**src/rtl/dot_acc_pkg.sv**
```systemverilog
// Shared types and default widths for the dot-product sequencer family.
package dot_acc_pkg;

    localparam int N_DEF     = 8;
    localparam int ACC_W_DEF = 24;
    localparam int CNT_W_DEF = 8;
    localparam int LAT_DEF   = 2;

    typedef enum logic [1:0] {
        RUN   = 2'd0,
        DRAIN = 2'd1,
        DONE  = 2'd2
    } state_t;

endpackage

```
**src/rtl/dot_acc_seq_if.sv**
```systemverilog
// Operand stream, multiplier side-channel and result stream of the sequencer.
interface dot_acc_seq_if
    import dot_acc_pkg::*;
#(
    parameter int N     = N_DEF,
    parameter int ACC_W = ACC_W_DEF,
    parameter int CNT_W = CNT_W_DEF
) ();

    logic             in_valid;
    logic             in_ready;
    logic [N-1:0]     in_a;
    logic [N-1:0]     in_b;
    logic             in_last;
    logic [N-1:0]     mul_a;
    logic [N-1:0]     mul_b;
    logic             mul_ea;
    logic             mul_eb;
    logic [2*N-1:0]   mul_p;
    logic             out_valid;
    logic             out_ready;
    logic [ACC_W-1:0] out_sum;
    logic [CNT_W-1:0] out_count;
    logic             out_ovf;

    modport master (
        output in_valid, in_a, in_b, in_last, mul_p, out_ready,
        input  in_ready, mul_a, mul_b, mul_ea, mul_eb,
        input  out_valid, out_sum, out_count, out_ovf
    );

    modport slave (
        input  in_valid, in_a, in_b, in_last, mul_p, out_ready,
        output in_ready, mul_a, mul_b, mul_ea, mul_eb,
        output out_valid, out_sum, out_count, out_ovf
    );

endinterface

```
**src/rtl/dot_acc_vpipe.sv**
```systemverilog
// Valid+last tag pipe that tracks beats through the external multiplier.
// Latency: LAT edges from in_vld to out_vld.
// Backpressure: none; it always shifts, reset drops every in-flight tag.
module dot_acc_vpipe #(
    parameter int LAT = 2
) (
    input  logic clk,
    input  logic rst,
    input  logic in_vld,
    input  logic in_last,
    output logic out_vld,
    output logic out_last
);

    logic [LAT-1:0] vld_sr;
    logic [LAT-1:0] last_sr;

    always_ff @(posedge clk) begin
        if (rst) begin
            vld_sr  <= '0;
            last_sr <= '0;
        end else begin
            vld_sr[0]  <= in_vld;
            last_sr[0] <= in_vld & in_last;
            for (int i = 1; i < LAT; i++) begin
                vld_sr[i]  <= vld_sr[i-1];
                last_sr[i] <= last_sr[i-1];
            end
        end
    end

    assign out_vld  = vld_sr[LAT-1];
    assign out_last = last_sr[LAT-1];

endmodule

```
**src/rtl/dot_acc_seq.sv**
```systemverilog
// Streaming dot-product sequencer: feeds an external registered multiplier, sums one packet.
// Latency: last beat accepted at edge k gives out_valid after edge k+LAT.
// Backpressure: in_ready drops from last-beat accept until the result handshake completes.
module dot_acc_seq
    import dot_acc_pkg::*;
#(
    parameter int N     = N_DEF,
    parameter int ACC_W = ACC_W_DEF,
    parameter int CNT_W = CNT_W_DEF,
    parameter int LAT   = LAT_DEF
) (
    input logic         clk,
    input logic         rst,
    dot_acc_seq_if.slave bus
);

    localparam int SUM_W = ACC_W + 1;

    state_t           state, state_nxt;
    logic             accept;
    logic             pipe_vld, pipe_last;
    logic [ACC_W-1:0] acc;
    logic [CNT_W-1:0] cnt;
    logic             ovf;
    logic [SUM_W-1:0] sum_ext;
    logic             out_valid_q;
    logic [ACC_W-1:0] out_sum_q;
    logic [CNT_W-1:0] out_count_q;
    logic             out_ovf_q;

    assign bus.in_ready = (state == RUN);
    assign accept       = bus.in_valid & bus.in_ready;
    assign bus.mul_a    = bus.in_a;
    assign bus.mul_b    = bus.in_b;
    assign bus.mul_ea   = accept;
    assign bus.mul_eb   = accept;

    dot_acc_vpipe #(.LAT(LAT)) u_vpipe (
        .clk      (clk),
        .rst      (rst),
        .in_vld   (accept),
        .in_last  (bus.in_last),
        .out_vld  (pipe_vld),
        .out_last (pipe_last)
    );

    // Top bit of the widened sum is the carry out of the accumulator.
    assign sum_ext = {1'b0, acc} + SUM_W'(bus.mul_p);

    always_comb begin
        state_nxt = state;
        unique case (state)
            RUN:     if (accept && bus.in_last)           state_nxt = DRAIN;
            DRAIN:   if (pipe_vld && pipe_last)           state_nxt = DONE;
            DONE:    if (out_valid_q && bus.out_ready)    state_nxt = RUN;
            default:                                      state_nxt = RUN;
        endcase
    end

    always_ff @(posedge clk) begin
        if (rst) begin
            state <= RUN;
        end else begin
            state <= state_nxt;
        end
    end

    always_ff @(posedge clk) begin
        if (rst) begin
            acc         <= '0;
            cnt         <= '0;
            ovf         <= 1'b0;
            out_valid_q <= 1'b0;
            out_sum_q   <= '0;
            out_count_q <= '0;
            out_ovf_q   <= 1'b0;
        end else begin
            if (pipe_vld) begin
                if (pipe_last) begin
                    out_sum_q   <= sum_ext[ACC_W-1:0];
                    out_count_q <= cnt + 1'b1;
                    out_ovf_q   <= ovf | sum_ext[ACC_W];
                    out_valid_q <= 1'b1;
                    acc         <= '0;
                    cnt         <= '0;
                    ovf         <= 1'b0;
                end else begin
                    acc <= sum_ext[ACC_W-1:0];
                    cnt <= cnt + 1'b1;
                    ovf <= ovf | sum_ext[ACC_W];
                end
            end
            if (out_valid_q && bus.out_ready) begin
                out_valid_q <= 1'b0;
            end
        end
    end

    assign bus.out_valid = out_valid_q;
    assign bus.out_sum   = out_sum_q;
    assign bus.out_count = out_count_q;
    assign bus.out_ovf   = out_ovf_q;

endmodule

```
**src/flat_wrapper.sv**
```systemverilog
// flat-port wrapper written by rule: the top's interface ports become plain ports
module dot_acc_seq_flat import dot_acc_pkg::*;
#(
    parameter int N     = N_DEF,
    parameter int ACC_W = ACC_W_DEF,
    parameter int CNT_W = CNT_W_DEF,
    parameter int LAT   = LAT_DEF
)
  (clk, rst, bus_in_valid, bus_in_a, bus_in_b, bus_in_last, bus_mul_p, bus_out_ready, bus_in_ready, bus_mul_a, bus_mul_b, bus_mul_ea, bus_mul_eb, bus_out_valid, bus_out_sum, bus_out_count, bus_out_ovf);
  dot_acc_seq_if #(.N(N), .ACC_W(ACC_W), .CNT_W(CNT_W)) bus_i ();
  input logic clk;
  input logic rst;
  input wire logic [$bits(bus_i.in_valid)-1:0] bus_in_valid;
  input wire logic [$bits(bus_i.in_a)-1:0] bus_in_a;
  input wire logic [$bits(bus_i.in_b)-1:0] bus_in_b;
  input wire logic [$bits(bus_i.in_last)-1:0] bus_in_last;
  input wire logic [$bits(bus_i.mul_p)-1:0] bus_mul_p;
  input wire logic [$bits(bus_i.out_ready)-1:0] bus_out_ready;
  output wire logic [$bits(bus_i.in_ready)-1:0] bus_in_ready;
  output wire logic [$bits(bus_i.mul_a)-1:0] bus_mul_a;
  output wire logic [$bits(bus_i.mul_b)-1:0] bus_mul_b;
  output wire logic [$bits(bus_i.mul_ea)-1:0] bus_mul_ea;
  output wire logic [$bits(bus_i.mul_eb)-1:0] bus_mul_eb;
  output wire logic [$bits(bus_i.out_valid)-1:0] bus_out_valid;
  output wire logic [$bits(bus_i.out_sum)-1:0] bus_out_sum;
  output wire logic [$bits(bus_i.out_count)-1:0] bus_out_count;
  output wire logic [$bits(bus_i.out_ovf)-1:0] bus_out_ovf;
  assign bus_i.in_valid = bus_in_valid;
  assign bus_i.in_a = bus_in_a;
  assign bus_i.in_b = bus_in_b;
  assign bus_i.in_last = bus_in_last;
  assign bus_i.mul_p = bus_mul_p;
  assign bus_i.out_ready = bus_out_ready;
  assign bus_in_ready = bus_i.in_ready;
  assign bus_mul_a = bus_i.mul_a;
  assign bus_mul_b = bus_i.mul_b;
  assign bus_mul_ea = bus_i.mul_ea;
  assign bus_mul_eb = bus_i.mul_eb;
  assign bus_out_valid = bus_i.out_valid;
  assign bus_out_sum = bus_i.out_sum;
  assign bus_out_count = bus_i.out_count;
  assign bus_out_ovf = bus_i.out_ovf;
  dot_acc_seq #(.N(N), .ACC_W(ACC_W), .CNT_W(CNT_W), .LAT(LAT)) u_core (.clk(clk), .rst(rst), .bus(bus_i));
endmodule
```
**config.mk**
```make
export PLATFORM = sky130hd
export DESIGN_NAME = dot_acc_seq_flat
export DESIGN_NICKNAME = d
export VERILOG_FILES = /design/src/rtl/dot_acc_pkg.sv /design/src/rtl/dot_acc_seq_if.sv /design/src/rtl/dot_acc_vpipe.sv /design/src/rtl/dot_acc_seq.sv /design/src/flat_wrapper.sv
export SDC_FILE = /design/constraint.sdc
export NUM_CORES = 1
export LEC_CHECK = 0
export CAP_MARGIN = 20
export CORE_UTILIZATION = 50
export CTS_CLUSTER_DIAMETER = 200
export DETAILED_ROUTE_END_ITERATION = 8
export PLACE_DENSITY = 0.86
export SLEW_MARGIN = 20
export SYNTH_ARGS = -nofsm -noshare
export SYNTH_HDL_FRONTEND = slang
export SYNTH_HIERARCHICAL = 1
export SYNTH_SLANG_ARGS = --single-unit
```
**constraint.sdc**
```tcl
create_clock -name clk -period 3.85 [get_ports clk]
set_clock_uncertainty 0.15 [all_clocks]
set_input_delay 1.155 -clock clk [delete_from_list [all_inputs] [get_ports clk]]
set_output_delay 1.155 -clock clk [all_outputs]
set_load 0.05 [all_outputs]
```
After elaboration in Yosys (flattened, before gate mapping)
Index checks and enable logic that the tools add are counted.
- shift operators: 0
- div/mod/pow operators: 0
- equal/unequal tests: 5
- $lt $le $gt $ge: 0
- add/sub/neg operators: 2
- muxes and demuxes: 7
- reductions and logical operators: 7
- $mul: 0
- bitwise gates (word level): 3
- operators by type and width (kind ; number):
    $add A24 B16 Y25 ; 1
    $mux W24 ; 1
    $add A8 B1 Y8 const B ; 1
    $mux W8 ; 1
    $mux W2 ; 3
    $pmux W2 S3 ; 1
    $ne A2 B1 Y1 const B ; 2
    $logic_and A1 B1 Y1 ; 3
    $reduce_and A3 Y1 ; 1
    $and A1 B1 Y1 ; 2
    $eq A2 B1 Y1 const B ; 1
    $eq A2 B2 Y1 const B ; 1
    $logic_not A2 Y1 ; 1
    $ne A2 B2 Y1 const B ; 1
    $reduce_and A2 Y1 ; 1
    $reduce_or A2 Y1 ; 1
    $mux W1 ; 1
    $or A1 B1 Y1 ; 1
- word-level logic and storage cells: 34
- register bits after elaboration: 73
- memories kept: 0
- input bits: 37
- latch bits: 0
- ROM bits: 0
- bits in writable memories: 0

Logic depth before layout (Yosys ltp)
Gate-level depths: netlist (run 1).
- depth in word-level cells: 5
- depth in mapped cells: 9
- depth with buffers taken out: 9

Cells and area by module
Netlist (run 1), hierarchy kept.
- by module, submodules not included (module ; cells an instance ; area each (um^2) ; seq. area each (um^2) ; times used):
    dot_acc_seq ; 518 ; 4162.7 ; 1381.3 ; 1
    dot_acc_vpipe ; 8 ; 107.6 ; 80.1 ; 1

Worst setup path after synthesis (run 1)
No wires, ideal clock.
- path type: input port to flip-flop
- start: input port bus_mul_p[7]
- end: register u_core.acc[12]
- buffers on the path: 1
- setup time: 0.122 ns
- setup slack: 0.595 ns
- arrival: 2.983 ns
- stages: 8
- required time: 3.578 ns
- path through: ha_1 buf_6 a21o_1 and2_4 o31a_1 o41a_1 nor4b_4 a311o_1
- word-level cells in the longest chain between the ends: 2
- RTL lines (element ; line ; RTL):
    start: declaration ; flat_wrapper.sv:17 ; input wire logic [$bits(bus_i.mul_p)-1:0] bus_mul_p;
    $add A24 B16 Y25 ; dot_acc_seq.sv:48 ; assign sum_ext = {1'b0, acc} + SUM_W'(bus.mul_p);
    $mux W24 ; dot_acc_seq.sv:79 ; if (pipe_last) begin
    end signal: assignment ; dot_acc_seq.sv:88 ; acc <= sum_ext[ACC_W-1:0];
    end: declaration ; dot_acc_seq.sv:22 ; logic [ACC_W-1:0] acc;
Every way passes these cells.
A chain may end at the register's enable or synchronous reset.

Final worst setup path (run 1)
- start: input port bus_mul_p[0]
- end: register u_core.acc[14]
Same word-level chain as after synthesis.

==> impl_metrics.py, run 1 <==
metrics = {
    "outcome": {
        "status": "finished clean",
    },
    "drt": {
        "routedWlPerCell_um": 16.5,
        "ant_nets": 0,
        "via_count": 4128,
        "vias_per_cell": 6.18,
        "drt_iter0_markers": 233,
        "totalWireLength_um": 11100,
        "dr.pass1.iters": 4,
        "drc_errors": 0,
    },
    "synth": {
        "synth_top_area_share_pct": 34.2,
        "yosysMostFrequentCell": "dfxtp_1",
        "synth_xor_xnor_area_share_pct": 2.67,
        "syn_area_per_cell_um2": 8.12,
        "synth_edf_count": 0,
        "synth_simple_gate_area_share_pct": 24.4,
        "synthCells": 526,
        "ys.warnings.count": 6,
        "syn_area_mm2": 0.00427,
        "synthAdderAreaFrac_pct": 5.45,
        "ys_seq_area_share_pct": 34.2,
        "synth_common_cells": "dfxtp_1, nor2_1, nand2_1",
        "ys_top_cells_by_area": "dfxtp_1, nor2_1, ha_1",
        "syn_nets": 581,
        "ys.flop_type": "dfxtp_1",
        "synth_compound_area_share_pct": 25.3,
        "ys_seq_elements": 73,
        "synth_top_family_by_area": "compound AO/OA/AOI/OAI gates",
        "synth_area_leader_cell": "dfxtp_1",
        "synth_cell_types": 72,
        "async_reset_ff_share_pct": 0,
        "yosys-mux-area-fraction_pct": 0.498,
    },
    "power_and_ir_drop": {
        "clock_power_share_pct": 36.2,
        "combPwrFrac_pct": 15.1,
        "switchingPower_uw": 481,
        "seqPwrFrac_pct": 48.7,
        "swShare_pct": 29.0,
        "power-per-cell-area_mw_per_mm2": 330,
        "vdd_drop_max_uv": 176,
        "intPower_uw": 1180,
        "leakagePower_uw": 0.00186,
    },
    "placement": {
        "portBuffers": 57,
        "dp.final_hpwl_um": 7460,
        "dp_slack_ps": -1.99,
        "gp_congestion": 0.877,
        "place_inst": 652,
    },
    "clocking": {
        "cts_buffers": 9,
        "cts_setup_buffers": 0,
        "clk_latency_ps": 360,
        "cts.path.max_buffers": 2,
        "cts_tree": "yes",
        "clkSinkCount": 73,
        "ctsResizeCount": 0,
        "clk_pin_slew_worst_paths_ps": 80,
        "cts_hold_buf": 0,
        "root_buffer": "clkbuf_8",
        "cts.htree.levels": 3,
    },
    "global_routing": {
        "grt_antenna_before_repair": 0,
        "grt_pass1_vias": 3818,
        "grt_usage_pct": 25.8,
        "grt-ovfl-total": 0,
        "grt_pass1_wl_um": 18000,
        "grt_max_degree": 62,
    },
    "setup_path": {
        "critPathKind": "in2reg",
        "cp-start-kind": "primary input",
        "cp_max_fo": 5,
        "cp.required_ps": 3940,
        "end_kind": "flip-flop",
        "worst_ep_arrival_time_ps": 3620,
    },
    "floorplan": {
        "rows": 33,
        "dieHeight_um": 94.4,
        "die_w_um": 94.4,
        "die_area_mm2": 0.00891,
        "core_mm2": 0.00826,
        "start_util_pct": 51.7,
        "io_pins": 90,
    },
    "layout": {
        "area_growth_pct": 17.8,
        "stdcell_count": 668,
        "antenna_cells": 0,
        "drive_gt1_share_pct": 9.06,
        "fin_util_pct": 60.9,
        "layout.nets": 613,
    },
    "sta": {
        "finalCritPeriodShare_pct": 91.7,
        "timing.slew.headroom_pct": 32.3,
        "hold_viol": 0,
        "postLayoutSetupSlackWorst_ps": 319,
        "tns_ps": 0,
        "tightest_slew_ps": 1020,
        "fin_crit_ps": 3530,
        "drv_slew": 0,
        "fmax_ghz": 0.283,
        "whs_ps": 299,
        "setup_viol": 0,
        "grt_setup_unrepaired": "false",
    },
    "job": {
        "drv_cap": 0,
    },
    "hold_path": {
        "hold_class": "reg2reg",
    },
}
layout by cell type (no fill, tap or decap), types with 9 or more instances in the layout:
cell type	n
inv_1	12
nand3_1	26
clkdlybuf4s50_1	54
and3_1	10
nand2_1	39
clkbuf_8	9
buf_4	16
o21ai_0	20
nor2_1	60
a21oi_1	33
xnor2_1	10
a32oi_1	10
nor3_1	11
a211oi_1	12
ha_1	17
dfxtp_1	73
o211ai_1	12
cell families after synthesis:
logic type,Yosys count
muxes,2
DFF,73
and+or+nand+nor,205
xor gates and xnor gates,13
buffers and inverters,64
AOI/OAI and AO/OA,151
adders and majority gates,18
through the flow:
step                power, µW  area, µm²
global placement         1060       4830
finish                   1660       5030
detailed placement       1070       4830
CTS                      1670       5030
floorplan                1030       4270
global route             1730       5030
sequential cells by signal (all words and copies together) (netlist names):
name	count
u_core/bus.out_ovf	1
u_core/u_vpipe/vld_sr	2
u_core/acc	24
u_core/state	2
u_core/bus.out_valid	1
u_core/bus.out_sum	24
u_core/u_vpipe/last_sr	2
u_core/cnt	8
u_core/bus.out_count	8
u_core/ovf	1
worst max-delay path: stages:
cell             delay [ps]
clkdlybuf4s50_1         460
ha_1                    180
inv_1                    70
fa_1                    390
nand2b_1                220
a211oi_2                290
o31ai_2                 170
o31ai_2                 270
nor4_1                   90
a311o_1                 330
power groups by stage:
stage	Clock (µW)	Combinational, µW	Sequential, µW
floorplan	0	213	818
global placement	0	237	823
detailed placement	0	244	825
CTS	616	247	807
global route	644	271	813
finish	600	251	808
path summary, 6_finish.rpt:
check                                               from                       end  slack [ps]  cells after the start
worst max-delay path                        bus_mul_p[0]            u_core/acc[14]         320                     10
worst min-delay path            u_core/u_vpipe/vld_sr[0]  u_core/u_vpipe/vld_sr[1]         300                      1
worst min register to register  u_core/u_vpipe/vld_sr[0]  u_core/u_vpipe/vld_sr[1]         300                      1
worst max register to register             u_core/acc[0]            u_core/acc[14]        1210                      9
final cells by class:
cell class | instances | area [µm²]
tap | 105 | 131
clock buffer | 10 | 128
sequential | 73 | 1460
timing repair buffer | 73 | 706
clock inverter | 6 | 66.3
inverter | 12 | 45.0
multi-input combinational | 389 | 2490
fill | 728 | 3230
routing by layer:
layer | GRT usage, % | up-vias | wire length [µm]
met5 | 0 | - | 0
met4 | 14.6 | 0 | 318
met3 | 4.83 | 29 | 696
met2 | 41.1 | 163 | 5180
met1 | 32.6 | 1935 | 4860
li1 | - | 2001 | -
Power figures use the tool's default switching activity.
==> run 2, diff against run 1 <==
- DONT_BUFFER_PORTS: not set -> 1
- PLACE_DENSITY: 0.86 -> 0.72
==> run 2 against run 1 <==
Non-clock buffer count down 64. Via count down 7.2%. Sequential share of layout area increased by 4.1 points. Largest cell class unchanged.
==> impl_metrics.py, run 2 (synthesis results as in run 1) <==
metrics = {
    "floorplan": {
        "io_pins": 90,
        "die_area_mm2": 0.00891,
        "die_w_um": 94.4,
        "dieHeight_um": 94.4,
        "start_util_pct": 51.7,
        "core_mm2": 0.00826,
        "rows": 33,
    },
    "sta": {
        "tightest_slew_ps": 977,
        "fmax_ghz": 0.310,
        "tns_ps": 0,
        "grt_setup_unrepaired": "false",
        "hold_viol": 0,
        "drv_slew": 0,
        "finalCritPeriodShare_pct": 83.7,
        "setup_viol": 0,
        "whs_ps": 306,
        "timing.slew.headroom_pct": 34.8,
        "fin_crit_ps": 3220,
    },
    "layout": {
        "seq_area_mm2": 0.00146,
        "antenna_cells": 0,
        "final_common_cell": "dfxtp_1",
        "drive_gt1_share_pct": 8.42,
        "multi_input_area_mm2": 0.00249,
        "stdcell_count": 604,
        "area_growth_pct": 3.34,
        "fillerInstances": 777,
        "layout.nets": 549,
        "final_area_mm2": 0.00441,
        "layout_common_cells": "dfxtp_1, nor2_1, nand2_1",
    },
    "clocking": {
        "cts.path.max_buffers": 2,
        "cts_setup_buffers": 0,
        "cts_hold_buf": 0,
        "clk_latency_ps": 350,
        "clk_pin_slew_worst_paths_ps": 80,
        "cts_tree": "yes",
        "cts.htree.levels": 3,
        "clkSinkCount": 73,
        "root_buffer": "clkbuf_8",
        "ctsResizeCount": 0,
        "cts_buffers": 9,
    },
    "setup_path": {
        "worstPathCellList": "ha_1 > a21o_1 > a21oi_2 > a211oi_1 > or3_1 > o21a_1 > o311ai_1",
        "worstSetupStartpoint": "bus_mul_p[3]",
        "timing.rr.start": "u_core/acc[3]",
        "worst_ep_arrival_time_ps": 3320,
        "cp_max_fo": 11,
        "cp-start-kind": "primary input",
        "slowest_stage": "or3_1",
        "critPathKind": "in2reg",
        "cp.required_ps": 3950,
        "cp_slowest_stage_delay_ps": 570,
        "end_kind": "flip-flop",
    },
    "placement": {
        "gp_congestion": 0.859,
        "postPlaceCellArea_mm2": 0.00421,
        "place_inst": 588,
        "dp.final_hpwl_um": 7190,
        "portBuffers": 0,
    },
    "drt": {
        "routedWlPerCell_um": 17.6,
        "dr.pass1.iters": 4,
        "drc_errors": 0,
        "ant_nets": 0,
        "drt_iter0_markers": 186,
        "totalWireLength_um": 10600,
        "vias_per_cell": 6.34,
        "via_count": 3831,
    },
    "global_routing": {
        "grt_pass1_wl_um": 16900,
        "grt_pass1_vias": 3528,
        "grt_usage_pct": 24.2,
        "grt-ovfl-total": 0,
        "grt_max_degree": 73,
        "grt_antenna_before_repair": 0,
    },
    "hold_path": {
        "hold_class": "reg2reg",
        "hp-start": "u_core/u_vpipe/vld_sr[0]",
    },
    "power_and_ir_drop": {
        "power-per-cell-area_mw_per_mm2": 368,
        "leakagePower_uw": 0.00163,
        "total_power_uw": 1630,
        "vdd_drop_max_uv": 160,
    },
    "outcome": {
        "status": "finished clean",
    },
    "job": {
        "drv_cap": 0,
    },
}
## run 2: cell types whose count changed in the layout (fill, tap and decap cells not counted), sizes merged
cell / previous run / this run
buf: 19 / 9
clkinv: 1 / 4
clkdlybuf4s50: 54 / 0
clkinvlp: 3 / 0
## run 2: area by class of cell
class / instances / share of cell area [%]
timing repair buffer: 9 / 1.81
inverter: 12 / 1.02
multi-input combinational: 389 / 56.5
tap: 105 / 2.98
sequential: 73 / 33.1
clock buffer: 10 / 3.12
clock inverter: 6 / 1.50
## run 2: worst max-delay path, delay by kind of cell
kind | cells | cell delay [ps]
AOI/OAI and AO/OA | 5 | 1250
adders and majority gates | 1 | 340
and+or+nand+nor | 1 | 570
## run 2: final timing paths
path	cells past startpoint	slack (ps)	endpoint
hold reg to reg	1	310	u_core/u_vpipe/vld_sr[1]
hold / removal	1	310	u_core/u_vpipe/vld_sr[1]
setup reg to reg	7	1110	u_core/acc[23]
setup / recovery	7	630	u_core/acc[23]
## run 2: power by group
group          internal (µW)  switching (µW)
combinational           68.9             120
sequential               777            38.8
clock                    319             301
## run 2: through the flow
step	util (%)	setup slack [ps]
finish	53.4	628
global route	53.4	519
CTS	53.4	674
detailed placement	51.0	314
global placement	51.0	377
floorplan	-	595
## run 2: per-layer routing
layer	global-route usage (%)	wire length, µm	vias to the layer above
met3	5.39	709	22
li1	-	-	1876
met1	30.1	4660	1809
met2	40.8	5050	124
met4	8.59	196	0
met5	0	0	-
==> run 3, diff against run 2 <==
- clock period: 3.85 -> 3.1 ns (I/O delays scaled with it)
==> run 3 against run 2 <==
Non-clock buffer count increased by 19. First-iteration DRC count increased by 39%. Flip-flop and latch count stayed put. Final cell count is 3.1% higher. Critical endpoint is now u_core/acc[14].
==> impl_metrics.py, run 3 (synthesis results as in run 1) <==
metrics = {
    "outcome": {
        "status": "finished clean",
    },
    "placement": {
        "gp_congestion": 0.906,
        "portBuffers": 0,
        "dp.final_hpwl_um": 7350,
        "postPlaceCellArea_mm2": 0.00435,
    },
    "sta": {
        "setup_viol": 0,
        "fmax_ghz": 0.350,
        "timing.slew.headroom_pct": 32.0,
        "tns_ps": 0,
        "grt_setup_unrepaired": "false",
        "hold_viol": 0,
        "finalCritPeriodShare_pct": 92.2,
        "fin_crit_ps": 2860,
        "tightest_slew_ps": 1020,
        "drv_slew": 0,
    },
    "layout": {
        "area_growth_pct": 7.59,
        "final_area_mm2": 0.00459,
        "antenna_cells": 0,
        "fillerInstances": 742,
        "drive_gt1_share_pct": 11.6,
        "final_common_cell": "dfxtp_1",
        "layout_common_cells": "dfxtp_1, nor2_1, nand2_1",
        "layout.nets": 568,
    },
    "clocking": {
        "ctsResizeCount": 0,
        "cts_buffers": 9,
        "cts_hold_buf": 0,
        "cts_tree": "yes",
        "cts.path.max_buffers": 2,
        "clkSinkCount": 73,
        "root_buffer": "clkbuf_8",
        "cts_setup_buffers": 0,
        "clk_pin_slew_worst_paths_ps": 80,
        "cts.htree.levels": 3,
        "clk_latency_ps": 350,
    },
    "floorplan": {
        "rows": 33,
        "die_w_um": 94.4,
        "dieHeight_um": 94.4,
        "start_util_pct": 51.7,
        "io_pins": 90,
        "die_area_mm2": 0.00891,
        "core_mm2": 0.00826,
    },
    "global_routing": {
        "grt_pass1_vias": 3501,
        "grt-ovfl-total": 0,
        "grt_pass1_wl_um": 16900,
        "grt_antenna_before_repair": 0,
        "grt_usage_pct": 24.2,
        "grt_max_degree": 73,
    },
    "drt": {
        "via_count": 3907,
        "drc_errors": 0,
        "dr.pass1.iters": 5,
        "ant_nets": 0,
        "drt_iter0_markers": 258,
        "totalWireLength_um": 10600,
        "routedWlPerCell_um": 17.1,
        "vias_per_cell": 6.27,
    },
    "setup_path": {
        "cp-start-kind": "primary input",
        "worstReg2RegEnd": "u_core/acc[14]",
        "critPathKind": "in2reg",
        "reg2regPathDepth": 9,
        "end_kind": "flip-flop",
        "timing.rr.start": "u_core/acc[0]",
        "r2r_slack_ps": 480,
        "cp.required_ps": 3180,
        "cp_max_fo": 5,
        "worst_ep_arrival_time_ps": 2940,
    },
    "power_and_ir_drop": {
        "vdd_drop_max_uv": 254,
        "power-per-cell-area_mw_per_mm2": 475,
        "leakagePower_uw": 0.00174,
    },
    "hold_path": {
        "holdPathEnd": "u_core/u_vpipe/vld_sr[1]",
        "hp-start": "u_core/u_vpipe/vld_sr[0]",
        "hold_class": "reg2reg",
        "worstHoldPathCells": 1,
    },
    "job": {
        "drv_cap": 0,
    },
}
## run 3: worst max path at each step
stage,end,cells after the start,slack (ps),start
2_1_floorplan,u_core/acc[12],8,70,bus_mul_p[7]
3_3_place_gp,u_core/acc[14],9,-2,bus_mul_p[0]
3_5_place_dp,u_core/acc[14],9,-50,bus_mul_p[0]
4_1_cts,u_core/acc[14],9,270,bus_mul_p[0]
5_1_grt,u_core/acc[14],9,180,bus_mul_p[0]
6_report,u_core/acc[14],9,240,bus_mul_p[0]
## run 3: worst max-delay path, stage by stage
cell and delay (ps):
ha_1 140, inv_1 60, fa_1 380, nand2b_1 200, a211oi_2 280, o31ai_2 190
o31ai_2 310, nor4_1 100, a311o_1 350
## run 3: area by class of cell
type	instances	area, µm²	share of cell area (%)
Clock inverter	6	115	2.51
Multi-Input combinational cell	389	2490	54.2
Inverter	12	45.0	0.980
Tap cell	105	131	2.86
Clock buffer	10	128	2.78
Timing Repair Buffer	28	223	4.85
Sequential cell	73	1460	31.8
## run 3: power breakdown
part | switching, µW | leakage (µW) | internal, µW | total (µW)
Sequential | 47.6 | 0.000592 | 965 | 1010
Clock | 377 | 0.000117 | 539 | 916
Combinational | 153 | 0.00103 | 103 | 255
## run 3: per-stage QoR
step | hold WS [ps] | total power [µW] | cells | utilization [%] | setup WS (ps)
floorplan | 264 | 1280 | 526 | - | 69.6
global placement | 273 | 1280 | 607 | 52.7 | -2.42
detailed placement | 280 | 1280 | 607 | 52.7 | -51.8
CTS | 303 | 2190 | 623 | 55.6 | 269
global route | 317 | 2270 | 623 | 55.6 | 181
finish | 299 | 2180 | 623 | 55.6 | 242
## run 3: routing by layer
metal  global-route usage [%]  share of wire (%)  routed length [µm]
met1                     30.4                 44                4670
met2                     41.0                 48                5160
met3                     4.67                6.3                 674
met4                     8.85                1.3                 137
met5                        0                  0                   0
